===== config.mk =====
export PLATFORM = sky130hd
export DESIGN_NAME = falling_piece_ctrl
export DESIGN_NICKNAME = d
export VERILOG_FILES = /design/src/rtl/falling_piece_ctrl.sv
export SDC_FILE = /design/constraint.sdc
export NUM_CORES = 1
export LEC_CHECK = 0
export BUFFER_PORTS_ARGS = -buffer_cell sky130_fd_sc_hd__buf_2
export CORE_UTILIZATION = 56
export CTS_CLUSTER_DIAMETER = 40
export DETAILED_ROUTE_END_ITERATION = 7
export HOLD_SLACK_MARGIN = 0.06
export PLACE_DENSITY_LB_ADDON = 0.05
export SETUP_SLACK_MARGIN = 0.3
export SLEW_MARGIN = 25
export SYNTH_ARGS = -nofsm -noshare
export SYNTH_HDL_FRONTEND = slang
export SYNTH_SLANG_ARGS = --single-unit

===== constraint.sdc =====
create_clock -name Clk -period 5.9 [get_ports Clk]
set_input_delay 1.18 -clock Clk [delete_from_list [all_inputs] [get_ports Clk]]
set_output_delay 1.18 -clock Clk [all_outputs]
set_load 0.01 [all_outputs]

===== src/rtl/falling_piece_ctrl.sv =====
// falling_piece_ctrl
// Controller for the active falling tetromino. It spawns a piece from a 4x4
// mask, applies key shift/rotate and frame-rate gravity (with a soft-drop
// rate), and locks the piece when gravity is refused. Every candidate move is
// validated by the board-occupancy block through a cand_valid/cand_ack
// handshake. It also drives the per-pixel drawBlock for the moving piece.
//
// Ports
//   Clk, Reset_n            clock, asynchronous active-low reset
//   frame_clk               vsync-rate strobe, any duty cycle
//   keycode                 USB HID keycode, 0 = none
//   spawn, spawn_shape      new-piece request (level) and its 4x4 mask
//   cand_valid/x/y/shape    candidate placement presented to the board
//   cand_ack, cand_ok       board verdict, cand_ok sampled with cand_ack
//   lock                    one-cycle pulse, piece committed at cand_*
//   game_over               sticky, spawn position was refused
//   blockstate              current piece mask
//   DrawX, DrawY, drawBlock pixel query for the moving piece
module falling_piece_ctrl #(
    parameter int         GRID_W         = 10,
    parameter int         GRID_H         = 20,
    parameter int         CELL_LOG2      = 4,
    parameter logic [9:0] ORIGIN_X       = 10'd240,
    parameter logic [9:0] ORIGIN_Y       = 10'd80,
    parameter int         GRAVITY_FRAMES = 30,
    parameter int         FAST_FRAMES    = 3
) (
    input  logic        Clk,
    input  logic        Reset_n,
    input  logic        frame_clk,
    input  logic [7:0]  keycode,
    input  logic        spawn,
    input  logic [15:0] spawn_shape,
    output logic        cand_valid,
    output logic [5:0]  cand_x,
    output logic [5:0]  cand_y,
    output logic [15:0] cand_shape,
    input  logic        cand_ack,
    input  logic        cand_ok,
    output logic        lock,
    output logic        game_over,
    output logic [15:0] blockstate,
    input  logic [9:0]  DrawX,
    input  logic [9:0]  DrawY,
    output logic        drawBlock
);

    // Candidate coordinates are 6-bit signed; larger boards cannot be encoded.
    if (GRID_W > 32 || GRID_H > 32) begin : g_grid_too_large
        $error("falling_piece_ctrl: grid does not fit 6-bit candidate fields");
    end

    localparam logic [7:0] KEY_W = 8'h1A;
    localparam logic [7:0] KEY_A = 8'h04;
    localparam logic [7:0] KEY_S = 8'h16;
    localparam logic [7:0] KEY_D = 8'h07;

    localparam logic [5:0] SPAWN_X = 6'((GRID_W - 4) / 2);

    localparam int CNT_MAX = (GRAVITY_FRAMES > FAST_FRAMES) ? GRAVITY_FRAMES : FAST_FRAMES;
    localparam int CNT_W   = $clog2(CNT_MAX + 1);
    localparam int CNT_W1  = CNT_W + 1;

    localparam logic [1:0] ACT_ROT   = 2'd0;
    localparam logic [1:0] ACT_LEFT  = 2'd1;
    localparam logic [1:0] ACT_RIGHT = 2'd2;

    typedef enum logic [2:0] {
        S_IDLE,
        S_SPAWN_REQ,
        S_FALL,
        S_KEY_REQ,
        S_GRAV_REQ,
        S_LOCK
    } state_t;

    state_t             r_state;
    logic               r_fclk_sync;
    logic               r_fclk_prev;
    logic               r_frame_tick;
    logic [CNT_W-1:0]   r_grav_cnt;
    logic               r_grav_due;
    logic               r_key_used;
    logic [1:0]         r_key_act;
    logic [5:0]         r_x;
    logic [5:0]         r_y;
    logic [15:0]        r_shape;
    logic               r_live;
    logic               r_cand_valid;
    logic [5:0]         r_cand_x;
    logic [5:0]         r_cand_y;
    logic [15:0]        r_cand_shape;
    logic               r_lock;
    logic               r_game_over;

    logic               w_key_wad;
    logic               w_key_pending;
    logic [CNT_W:0]     w_cnt_inc;
    logic [CNT_W:0]     w_limit;
    logic               w_grav_due;
    logic [15:0]        w_rot;

    assign w_key_wad     = (keycode == KEY_W) || (keycode == KEY_A) || (keycode == KEY_D);
    assign w_key_pending = w_key_wad && !r_key_used;

    // Limit follows the S key at compare time, so a rate change mid-count
    // applies on the very next tick.
    assign w_cnt_inc  = {1'b0, r_grav_cnt} + CNT_W1'(1);
    assign w_limit    = (keycode == KEY_S) ? CNT_W1'(FAST_FRAMES) : CNT_W1'(GRAVITY_FRAMES);
    assign w_grav_due = (w_cnt_inc >= w_limit);

    // Clockwise rotation: new[r][c] = old[3-c][r].
    genvar gi;
    generate
        for (gi = 0; gi < 16; gi++) begin : g_rot
            assign w_rot[gi] = r_shape[(3 - (gi % 4)) * 4 + (gi / 4)];
        end
    endgenerate

    always_ff @(posedge Clk or negedge Reset_n) begin
        if (!Reset_n) begin
            r_state      <= S_IDLE;
            r_fclk_sync  <= 1'b0;
            r_fclk_prev  <= 1'b0;
            r_frame_tick <= 1'b0;
            r_grav_cnt   <= '0;
            r_grav_due   <= 1'b0;
            r_key_used   <= 1'b0;
            r_key_act    <= ACT_ROT;
            r_x          <= '0;
            r_y          <= '0;
            r_shape      <= '0;
            r_live       <= 1'b0;
            r_cand_valid <= 1'b0;
            r_cand_x     <= '0;
            r_cand_y     <= '0;
            r_cand_shape <= '0;
            r_lock       <= 1'b0;
            r_game_over  <= 1'b0;
        end else begin
            r_fclk_sync  <= frame_clk;
            r_fclk_prev  <= r_fclk_sync;
            r_frame_tick <= r_fclk_sync & ~r_fclk_prev;
            r_lock       <= 1'b0;

            // A released (non W/A/D) key re-arms the one-action-per-press flag.
            if (r_frame_tick && !w_key_wad) begin
                r_key_used <= 1'b0;
            end

            case (r_state)
                S_IDLE: begin
                    if (spawn && !r_game_over) begin
                        r_state <= S_SPAWN_REQ;
                    end
                end

                S_SPAWN_REQ: begin
                    if (!r_cand_valid) begin
                        r_cand_valid <= 1'b1;
                        r_cand_x     <= SPAWN_X;
                        r_cand_y     <= '0;
                        r_cand_shape <= spawn_shape;
                    end else if (cand_ack) begin
                        r_cand_valid <= 1'b0;
                        if (cand_ok) begin
                            r_x        <= r_cand_x;
                            r_y        <= r_cand_y;
                            r_shape    <= r_cand_shape;
                            r_live     <= 1'b1;
                            r_grav_cnt <= '0;
                            r_state    <= S_FALL;
                        end else begin
                            r_game_over <= 1'b1;
                            r_state     <= S_IDLE;
                        end
                    end
                end

                S_FALL: begin
                    if (r_frame_tick) begin
                        r_grav_cnt <= w_grav_due ? '0 : w_cnt_inc[CNT_W-1:0];
                        r_grav_due <= w_grav_due;
                        if (w_key_pending) begin
                            r_key_used <= 1'b1;
                            if (keycode == KEY_W) begin
                                r_key_act <= ACT_ROT;
                            end else if (keycode == KEY_A) begin
                                r_key_act <= ACT_LEFT;
                            end else begin
                                r_key_act <= ACT_RIGHT;
                            end
                            r_state <= S_KEY_REQ;
                        end else if (w_grav_due) begin
                            r_state <= S_GRAV_REQ;
                        end
                    end
                end

                S_KEY_REQ: begin
                    if (!r_cand_valid) begin
                        r_cand_valid <= 1'b1;
                        r_cand_y     <= r_y;
                        case (r_key_act)
                            ACT_ROT: begin
                                r_cand_x     <= r_x;
                                r_cand_shape <= w_rot;
                            end
                            ACT_LEFT: begin
                                r_cand_x     <= r_x - 6'd1;
                                r_cand_shape <= r_shape;
                            end
                            default: begin
                                r_cand_x     <= r_x + 6'd1;
                                r_cand_shape <= r_shape;
                            end
                        endcase
                    end else if (cand_ack) begin
                        r_cand_valid <= 1'b0;
                        if (cand_ok) begin
                            r_x     <= r_cand_x;
                            r_shape <= r_cand_shape;
                        end
                        r_state <= r_grav_due ? S_GRAV_REQ : S_FALL;
                    end
                end

                S_GRAV_REQ: begin
                    if (!r_cand_valid) begin
                        // Built from the piece registers so a key move
                        // committed just before is already included.
                        r_cand_valid <= 1'b1;
                        r_cand_x     <= r_x;
                        r_cand_y     <= r_y + 6'd1;
                        r_cand_shape <= r_shape;
                    end else if (cand_ack) begin
                        r_cand_valid <= 1'b0;
                        if (cand_ok) begin
                            r_y     <= r_cand_y;
                            r_state <= S_FALL;
                        end else begin
                            // Present the resting position with the lock pulse.
                            r_lock       <= 1'b1;
                            r_cand_x     <= r_x;
                            r_cand_y     <= r_y;
                            r_cand_shape <= r_shape;
                            r_state      <= S_LOCK;
                        end
                    end
                end

                S_LOCK: begin
                    r_live  <= 1'b0;
                    r_state <= S_IDLE;
                end

                default: begin
                    r_state <= S_IDLE;
                end
            endcase
        end
    end

    assign cand_valid = r_cand_valid;
    assign cand_x     = r_cand_x;
    assign cand_y     = r_cand_y;
    assign cand_shape = r_cand_shape;
    assign lock       = r_lock;
    assign game_over  = r_game_over;
    assign blockstate = r_shape;

    // Pixel to piece-local cell; 12-bit signed so the offset can go negative.
    logic [9:0]         w_px;
    logic [9:0]         w_py;
    logic [9:0]         w_cell_x;
    logic [9:0]         w_cell_y;
    logic signed [11:0] w_xs;
    logic signed [11:0] w_ys;
    logic signed [11:0] w_c;
    logic signed [11:0] w_r;
    logic               w_in_window;

    assign w_px     = DrawX - ORIGIN_X;
    assign w_py     = DrawY - ORIGIN_Y;
    assign w_cell_x = w_px >> CELL_LOG2;
    assign w_cell_y = w_py >> CELL_LOG2;
    assign w_xs     = {{6{r_x[5]}}, r_x};
    assign w_ys     = {{6{r_y[5]}}, r_y};
    assign w_c      = $signed({2'b00, w_cell_x}) - w_xs;
    assign w_r      = $signed({2'b00, w_cell_y}) - w_ys;

    assign w_in_window = (DrawX >= ORIGIN_X) && (DrawY >= ORIGIN_Y) &&
                         (w_c[11:2] == 10'd0) && (w_r[11:2] == 10'd0);

    // r_live is only set between a spawn commit and the end of LOCK, so the
    // piece is never drawn while IDLE.
    assign drawBlock = r_live && w_in_window && r_shape[{w_r[1:0], w_c[1:0]}];

endmodule


==> impl_results.rst, run 1 <==
.. list-table::
   :header-rows: 1

   * - Metric
     - Value
   * - Post-CTS setup buffers
     - 0
   * - Initial Util
     - 0.5732
   * - Critical Path End Type
     - primary output
   * - Post-layout power
     - 0.002757 W
   * - Global-route wire length before repair
     - 20100 um
   * - H-tree levels
     - 3
   * - Height of the die
     - 96.25 um
   * - Overall routing resource usage
     - 0.2890
   * - Arrival time at the worst endpoint
     - 4060 ps
   * - Main area contributors after synthesis
     - sky130_fd_sc_hd__dfrtp_1 (38%), sky130_fd_sc_hd__nand2_1 (7.0%), sky130_fd_sc_hd__ha_1 (6.8%)
   * - Cells after synthesis
     - 555
   * - Global placer's final weighted congestion
     - 0.8512
   * - HPWL Detailed
     - 8896 um
   * - Power per Cell Area
     - 478.7 nW/um^2
   * - Result of the run
     - finished, final reports clean
   * - Setup slack of the most critical reg-to-reg path
     - 3350 ps
   * - Worst min-delay path endpoint
     - r_fclk_prev
   * - Dominant cell type by area after synthesis
     - sky130_fd_sc_hd__dfrtp_1
   * - Post-detailed-route via-to-cell ratio
     - 5.961
   * - Most common cell in the synthesized netlist
     - sky130_fd_sc_hd__nand2_1
   * - Yosys warns
     - 0
   * - Maximum achievable frequency
     - 191.0 MHz
   * - Crit Path Class
     - in2out
   * - Count of cells along the worst hold path
     - 0
   * - Via count
     - 4465
   * - Count of nets left with antenna violations after detail routing
     - 0
   * - Post-synthesis area per instance
     - 8.964 sq um
   * - Row count
     - 34
   * - Sequential element share of the synthesized area
     - 0.3773
   * - DR iter-0 viols
     - 227
   * - Root cell of the clock tree
     - sky130_fd_sc_hd__clkbuf_8
   * - Min-Delay Path Class
     - reg2reg
   * - Clock-pin slew of the registers on the worst-case setup and hold paths
     - 80 ps
   * - Final standard cell utilization of the core
     - 0.6636
   * - Number of synthesized register bits
     - 75
   * - Critical Path Source
     - DrawY[4]
   * - Number of antenna violations at the first check in global routing
     - 0
   * - Max Fanout on Critical Path
     - 6
   * - TritonCTS buffer count
     - 9
   * - Number of flops mapped to enable cells by yosys
     - 0
   * - Final antenna diode count
     - 0
   * - Leading cell types by count after synthesis
     - sky130_fd_sc_hd__nand2_1 (93), sky130_fd_sc_hd__dfrtp_1 (75), sky130_fd_sc_hd__a21oi_1 (35), sky130_fd_sc_hd__o21ai_0 (34), sky130_fd_sc_hd__nor2_1 (32)
   * - Total Nets Final
     - 718
   * - Fraction of registers with async set or reset after synthesis
     - 1.000
   * - Fin. max-slew vios
     - 0
   * - Final total negative setup slack
     - 0 ps
   * - Clock latency on the worst-skew pair
     - 350 ps
   * - Die ar.
     - 9264 sq um
   * - Share of Yosys cell area claimed by the top area cell type
     - 0.3773
   * - Ratio of final minimum period to clock period
     - 0.8873
   * - DP Cell Count
     - 735
   * - Fraction of layout cells with a size suffix above 1
     - 0.2387
   * - Count of input and output buffers
     - 93
   * - I/O pin count
     - 98
   * - Final-report setup violation count
     - 0
   * - Maximum resistive drop on vdd
     - 0.2909 mV
   * - Total routed wirelength
     - 12590 um
   * - Startpoint Class
     - primary input
   * - Maximum number of pins on one net before global-route repair
     - 76
   * - Static Leak
     - 2.690 nW
   * - Summed instance area of the synthesized netlist
     - 4975 sq um
   * - DR DRC count
     - 0
   * - Final hold violation count
     - 0
   * - First drt pass iteration count
     - 7
   * - Detail-routed net length per standard cell
     - 16.81 um
   * - Final critical-path required period
     - 5235 ps
   * - Number of clock sinks
     - 75
   * - Number of buffers between clock root and the deepest sink
     - 2
   * - Number of maximum-capacitance constraint violations
     - 0
   * - Top_reg_cell synth
     - sky130_fd_sc_hd__dfrtp_1
   * - TritonCTS clock tree
     - done
   * - Hold Buf Count CTS
     - 0
   * - Setup repair after global routing missed its margin
     - no
   * - Worst reg2reg path startpoint
     - r_state[2]
   * - Clock tree skew after final layout
     - 12.17 ps
   * - Global route overflow
     - 0
   * - Tightest slew margin relative to the limit
     - 0.4533
   * - FF-to-FF path depth
     - 5
   * - Via count of the first global-routing pass
     - 4219
   * - Die width
     - 96.25 um
   * - Count of cells resized by post-cts repair
     - 0
   * - Hold Startpoint
     - r_fclk_sync
   * - CORE AREA
     - 8678 sq um
   * - Area grow syn2layout
     - 15.77%
   * - Syn Nets
     - 635
   * - Worst Max-Slew Pin Slew
     - 817.7 ps
   * - Data required time at the worst endpoint
     - 4720 ps
   * - Smallest hold slack
     - 388.6 ps
   * - Endpoint of the most critical register-to-register path
     - cand_x[0]
   * - Number of distinct library cell variants in the gate-level netlist after synthesis
     - 64
   * - Non-filler instance count after layout
     - 749
area by class of cell:
| type | instances | area, sq um |
|---|---|---|
| fill | 726 | 2919 |
| inverter | 25 | 93.84 |
| tap | 108 | 135.1 |
| clock inverter | 5 | 103.9 |
| sequential | 75 | 1877 |
| multi-input combinational | 430 | 2924 |
| timing repair buffer | 97 | 501.7 |
| clock buffer | 9 | 123.9 |
power breakdown:
group / leakage (nW) / internal [W] / total, W / switching [W]
Combinational: 1.62 / 0.000571 / 0.00128 / 0.000704
Clock: 0.115 / 0.000276 / 0.000468 / 0.000191
Sequential: 0.950 / 0.000721 / 0.00101 / 0.000293
layer usage:
metal	track usage	routed length, um	vias to the layer above
met1	0.3660	5441	2146
met2	0.4947	6238	144
met3	0.06319	780	12
met4	0.08333	128	0
met5	0	0	-
li1	-	-	2163
stage by stage:
stage	setup WS, ps	cell area (sq um)
global route	439.1	5759
floorplan	1018	4975
finish	665.0	5759
detailed placement	669.9	5528
global placement	704.2	5520
CTS	670.9	5756
state kept, by name, summed over array words and instances, names as in the netlist, 3 cells and up, named ones only:
signal      flops
cand_y          6
r_state         3
r_y             6
blockstate     16
r_x             6
cand_x          6
r_grav_cnt      5
cand_shape     16
cells in the final DEF (no fill, tap or decap), types with 4 or more instances in the layout:
master and n:
sky130_fd_sc_hd__nand2_1 93, sky130_fd_sc_hd__buf_2 92, sky130_fd_sc_hd__dfrtp_1 75, sky130_fd_sc_hd__a21oi_1 35, sky130_fd_sc_hd__o21ai_0 34, sky130_fd_sc_hd__nor2_1 30
sky130_fd_sc_hd__ha_1 27, sky130_fd_sc_hd__inv_1 25, sky130_fd_sc_hd__o21ai_1 23, sky130_fd_sc_hd__mux2_2 21, sky130_fd_sc_hd__a221oi_1 18, sky130_fd_sc_hd__xnor2_1 14
sky130_fd_sc_hd__nand3_1 10, sky130_fd_sc_hd__xor2_1 10, sky130_fd_sc_hd__clkbuf_8 9, sky130_fd_sc_hd__a211oi_1 8, sky130_fd_sc_hd__nand2b_1 8, sky130_fd_sc_hd__mux2i_1 6
sky130_fd_sc_hd__a21o_1 6, sky130_fd_sc_hd__o21a_1 5, sky130_fd_sc_hd__nor3_1 5, sky130_fd_sc_hd__mux4_2 5, sky130_fd_sc_hd__a22oi_1 4, sky130_fd_sc_hd__a31oi_1 4
sky130_fd_sc_hd__nor2b_1 4, sky130_fd_sc_hd__o211ai_1 4, sky130_fd_sc_hd__buf_4 4
logic make-up (layout without fill, tap and decap cells):
kind of cell / count (synthesis) / in the layout / synth area share
AO/OA/AOI/OAI: 164 / 164 / 0.2130
flip-flops: 75 / 75 / 0.3773
buffers and inverters: 50 / 136 / 0.03848
multiplexers: 32 / 32 / 0.08224
adder cells (fa/ha/maj): 30 / 30 / 0.07998
XOR/XNOR: 24 / 24 / 0.04225
AND/OR/NAND/NOR: 180 / 180 / 0.1668
critical path, cell delays in order:
cell and delay (ps):
sky130_fd_sc_hd__buf_2 110, sky130_fd_sc_hd__inv_1 50, sky130_fd_sc_hd__ha_1 220, sky130_fd_sc_hd__nor2b_2 140, sky130_fd_sc_hd__nor2_1 60, sky130_fd_sc_hd__xor2_1 140
sky130_fd_sc_hd__ha_1 360, sky130_fd_sc_hd__a21oi_1 200, sky130_fd_sc_hd__o221ai_2 100, sky130_fd_sc_hd__a211o_1 270, sky130_fd_sc_hd__or4b_4 510, sky130_fd_sc_hd__a2111oi_2 370
sky130_fd_sc_hd__o221a_1 230, sky130_fd_sc_hd__buf_2 130
worst max-delay path by stage:
| stage | to | slack (ps) |
|---|---|---|
| after floorplan | drawBlock | 1020 |
| after global placement | drawBlock | 700 |
| after detailed placement | drawBlock | 670 |
| after CTS | drawBlock | 670 |
| after global routing | drawBlock | 440 |
| final | drawBlock | 660 |
No activity file was read; power rests on OpenSTA's default activity.
==> run 2, diff against run 1 <==
CORE_UTILIZATION = 52   (was 56)
CTS_BUF_LIST = sky130_fd_sc_hd__clkbuf_4 sky130_fd_sc_hd__clkbuf_8   (was default)
clock period = 4.2 ns   (was 5.9 ns; I/O delays follow)
==> run 2 against run 1 <==
Setup slack lost 620 ps; cell count grew 3.7%; power grew 39%; first-iteration DRC count grew 13%; global-route usage shrank 2.9 points; count of clock-buffer cells in the layout grew 2; sequential share of layout area shrank 0.54 points; routed wire length shrank 2.4%; largest cell class unchanged; highest routed layer unchanged.
==> impl_results.rst, run 2 (synthesis results as in run 1) <==
.. list-table::
   :header-rows: 1

   * - Metric
     - Value
   * - I/O pin count
     - 98 (unchanged)
   * - Die width
     - 99.81 um (+3.7%)
   * - Setup slack of the most critical reg-to-reg path
     - 1800 ps (-1550 ps)
   * - Die ar.
     - 9962 sq um (+7.5%)
   * - Max Fanout on Critical Path
     - 5 (-1)
   * - Number of maximum-capacitance constraint violations
     - 0 (unchanged)
   * - Total Nets Final
     - 723 (+0.70%)
   * - Initial Util
     - 0.5384 (-0.03485)
   * - Maximum resistive drop on vdd
     - 0.3014 mV (+3.6%)
   * - Most frequent cells in the layout
     - sky130_fd_sc_hd__nand2_1 (93), sky130_fd_sc_hd__buf_2 (90), sky130_fd_sc_hd__dfrtp_1 (75)
   * - Fill cell instance count of the final layout
     - 786 (+8.3%)
   * - Final-report setup violation count
     - 0 (unchanged)
   * - Cell with the biggest individual delay on the critical path
     - sky130_fd_sc_hd__or4b_4
   * - Total routed wirelength
     - 12290 um (-2.4%)
   * - Data required time at the worst endpoint
     - 3360 ps (-1360 ps)
   * - Worst Max-Slew Pin Slew
     - 785.8 ps (-31.96 ps)
   * - Maximum number of pins on one net before global-route repair
     - 76 (unchanged)
   * - First drt pass iteration count
     - 4 (-3)
   * - DR iter-0 viols
     - 256 (+13%)
   * - Detail-routed net length per standard cell
     - 15.82 um (-5.9%)
   * - TritonCTS buffer count
     - 9 (unchanged)
   * - Via count
     - 4473 (+0.18%)
   * - Setup repair after global routing missed its margin
     - yes
   * - Stage delay of the slowest cell on the critical path
     - 490 ps (-20 ps)
   * - Final standard cell utilization of the core
     - 0.6339 (-0.02979)
   * - Number of buffers and inverters on the critical path
     - 2 (-1)
   * - Maximum achievable frequency
     - 240.7 MHz
   * - Final antenna diode count
     - 0 (unchanged)
   * - Root cell of the clock tree
     - sky130_fd_sc_hd__clkbuf_8
   * - Overall routing resource usage
     - 0.2601 (-0.02888)
   * - Fraction of power consumed by the clock network
     - 0.150 (-0.020)
   * - Number of buffers between clock root and the deepest sink
     - 2 (unchanged)
   * - Global route overflow
     - 0 (unchanged)
   * - DP Area
     - 5633 sq um (+1.9%)
   * - Int Pwr
     - 0.002133 W (+36%)
   * - Final hold violation count
     - 0 (unchanged)
   * - Static Leak
     - 2.702 nW (+0.45%)
   * - Height of the die
     - 99.81 um (+3.7%)
   * - Hold Buf Count CTS
     - 0 (unchanged)
   * - Final critical-path required period
     - 4155 ps
   * - Result of the run
     - finished, final reports clean
   * - Area grow syn2layout
     - 17.73%
   * - Crit Path Class
     - in2out
   * - Switching portion of total power
     - 0.4422 (+0.01096)
   * - Min-Delay Path Class
     - reg2reg
   * - Smallest hold slack
     - 392.0 ps (+3.465 ps)
   * - Commonest non-fill, non-tap cell in the layout
     - sky130_fd_sc_hd__nand2_1
   * - Worst reg2reg path startpoint
     - cand_valid
   * - Hold Startpoint
     - r_fclk_prev
   * - Power per Cell Area
     - 652.9 nW/um^2 (+36%)
   * - Global-route wire length before repair
     - 20530 um (+2.2%)
   * - Number of clock sinks
     - 75 (unchanged)
   * - Count of nets left with antenna violations after detail routing
     - 0 (unchanged)
   * - Combinational group share of total power
     - 0.477 (+0.014)
   * - Tightest slew margin relative to the limit
     - 0.4747 (+0.02137)
   * - DP Cell Count
     - 761 (+3.5%)
   * - Sequential power share
     - 0.373 (+0.005)
   * - Largest delay share family, worst path
     - compound AO/OA/AOI/OAI gates
   * - H-tree levels
     - 3 (unchanged)
   * - Switching power
     - 0.001691 W (+42%)
   * - Clock-pin slew of the registers on the worst-case setup and hold paths
     - 80 ps (about the same)
   * - Post-route cell area
     - 5857 sq um (+1.7%)
   * - Fraction of layout cells with a size suffix above 1
     - 0.2562 (+0.01748)
   * - CORE AREA
     - 9240 sq um (+6.5%)
   * - Ratio of final minimum period to clock period
     - 0.9893
   * - Clock latency on the worst-skew pair
     - 350 ps (about the same)
   * - Number of antenna violations at the first check in global routing
     - 0 (unchanged)
   * - Final setup margin
     - 45.13 ps (-619.9 ps)
   * - Row count
     - 35 (+2.9%)
   * - Global placer's final weighted congestion
     - 0.8857 (+4.1%)
   * - TritonCTS clock tree
     - done
   * - Cells along the critical path
     - buf_2, ha_1, nand3_1, xor2_1, ha_2, a21oi_2, o221ai_2, a211o_1, or4b_4, a2111oi_4, o221a_1, buf_2
   * - Via count of the first global-routing pass
     - 4325 (+2.5%)
   * - Worst slack, placed
     - -38.71 ps (-708.6 ps)
   * - DR DRC count
     - 0 (unchanged)
   * - Arrival time at the worst endpoint
     - 3310 ps (-750 ps)
   * - Non-filler instance count after layout
     - 777 (+3.7%)
   * - HPWL Detailed
     - 8748 um (-1.7%)
   * - Count of input and output buffers
     - 93 (unchanged)
   * - Critical Path End Type
     - primary output
   * - Startpoint Class
     - primary input
   * - Critical Path Source
     - DrawX[4]
   * - Most frequent cell on the critical path
     - sky130_fd_sc_hd__buf_2
   * - Fin. max-slew vios
     - 0 (unchanged)
   * - Post-detailed-route via-to-cell ratio
     - 5.757 (-3.4%)
   * - Clock tree skew after final layout
     - 17.00 ps (+4.830 ps)
==> run 2: worst paths after layout <==
path	to	cells after the start
max in group asynchronous	blockstate[12]	1
worst max register to register	cand_x[5]	6
worst max-delay path	drawBlock	12
min in group asynchronous	cand_y[4]	1
worst min register to register	r_frame_tick	1
worst min-delay path	r_frame_tick	1
==> run 2: worst reg2reg max path: stages, from the launching register on <==
cell	delay, ps
sky130_fd_sc_hd__dfrtp_1	770
sky130_fd_sc_hd__nand2b_1	150
sky130_fd_sc_hd__a32oi_2	230
sky130_fd_sc_hd__buf_4	390
sky130_fd_sc_hd__a31o_2	530
sky130_fd_sc_hd__a2bb2oi_1	150
sky130_fd_sc_hd__o21ai_0	90
==> run 2: through the flow <==
| step | setup TNS [ps] | power (W) |
|---|---|---|
| after floorplan | 0 | 0.002613 |
| after global placement | 0 | 0.003185 |
| after detailed placement | -38.71 | 0.003241 |
| after CTS | 0 | 0.003828 |
| after global routing | -73.84 | 0.004136 |
| final | 0 | 0.003824 |
==> run 2: final cells by class <==
cell class / instances / area [sq um] / share of cell area
clock buffer: 11 / 138.9 / 0.02371
clock inverter: 5 / 62.56 / 0.01068
inverter: 25 / 111.4 / 0.01901
multi-input combinational: 430 / 2962 / 0.5057
sequential: 75 / 1877 / 0.3204
tap: 129 / 161.4 / 0.02756
timing repair buffer: 102 / 544.3 / 0.09293
==> run 2: per-layer routing <==
layer,share of wire,routed length (um),global-route usage
met1,0.45,5493,0.3455
met2,0.48,5919,0.4313
met3,0.058,717,0.05014
met4,0.013,162,0.08145
met5,0,0,0
==> run 2: power groups by stage <==
stage          Clock (W)  Combinational, W  Sequential [W]
2_1_floorplan          0           0.00124         0.00137
3_3_place_gp           0           0.00177         0.00141
3_5_place_dp           0           0.00181         0.00143
4_1_cts         0.000585           0.00183         0.00141
5_1_grt         0.000619           0.00204         0.00148
6_report        0.000574           0.00182         0.00142
==> run 2: timing repair <==
| action | 4_1_cts | 5_1_grt |
|---|---|---|
| endpoints found under the setup margin | 1 | 1 |
| resized for setup | 4 | 3 |
| setup buffers | 0 | 0 |
| pin swaps | 2 | 2 |
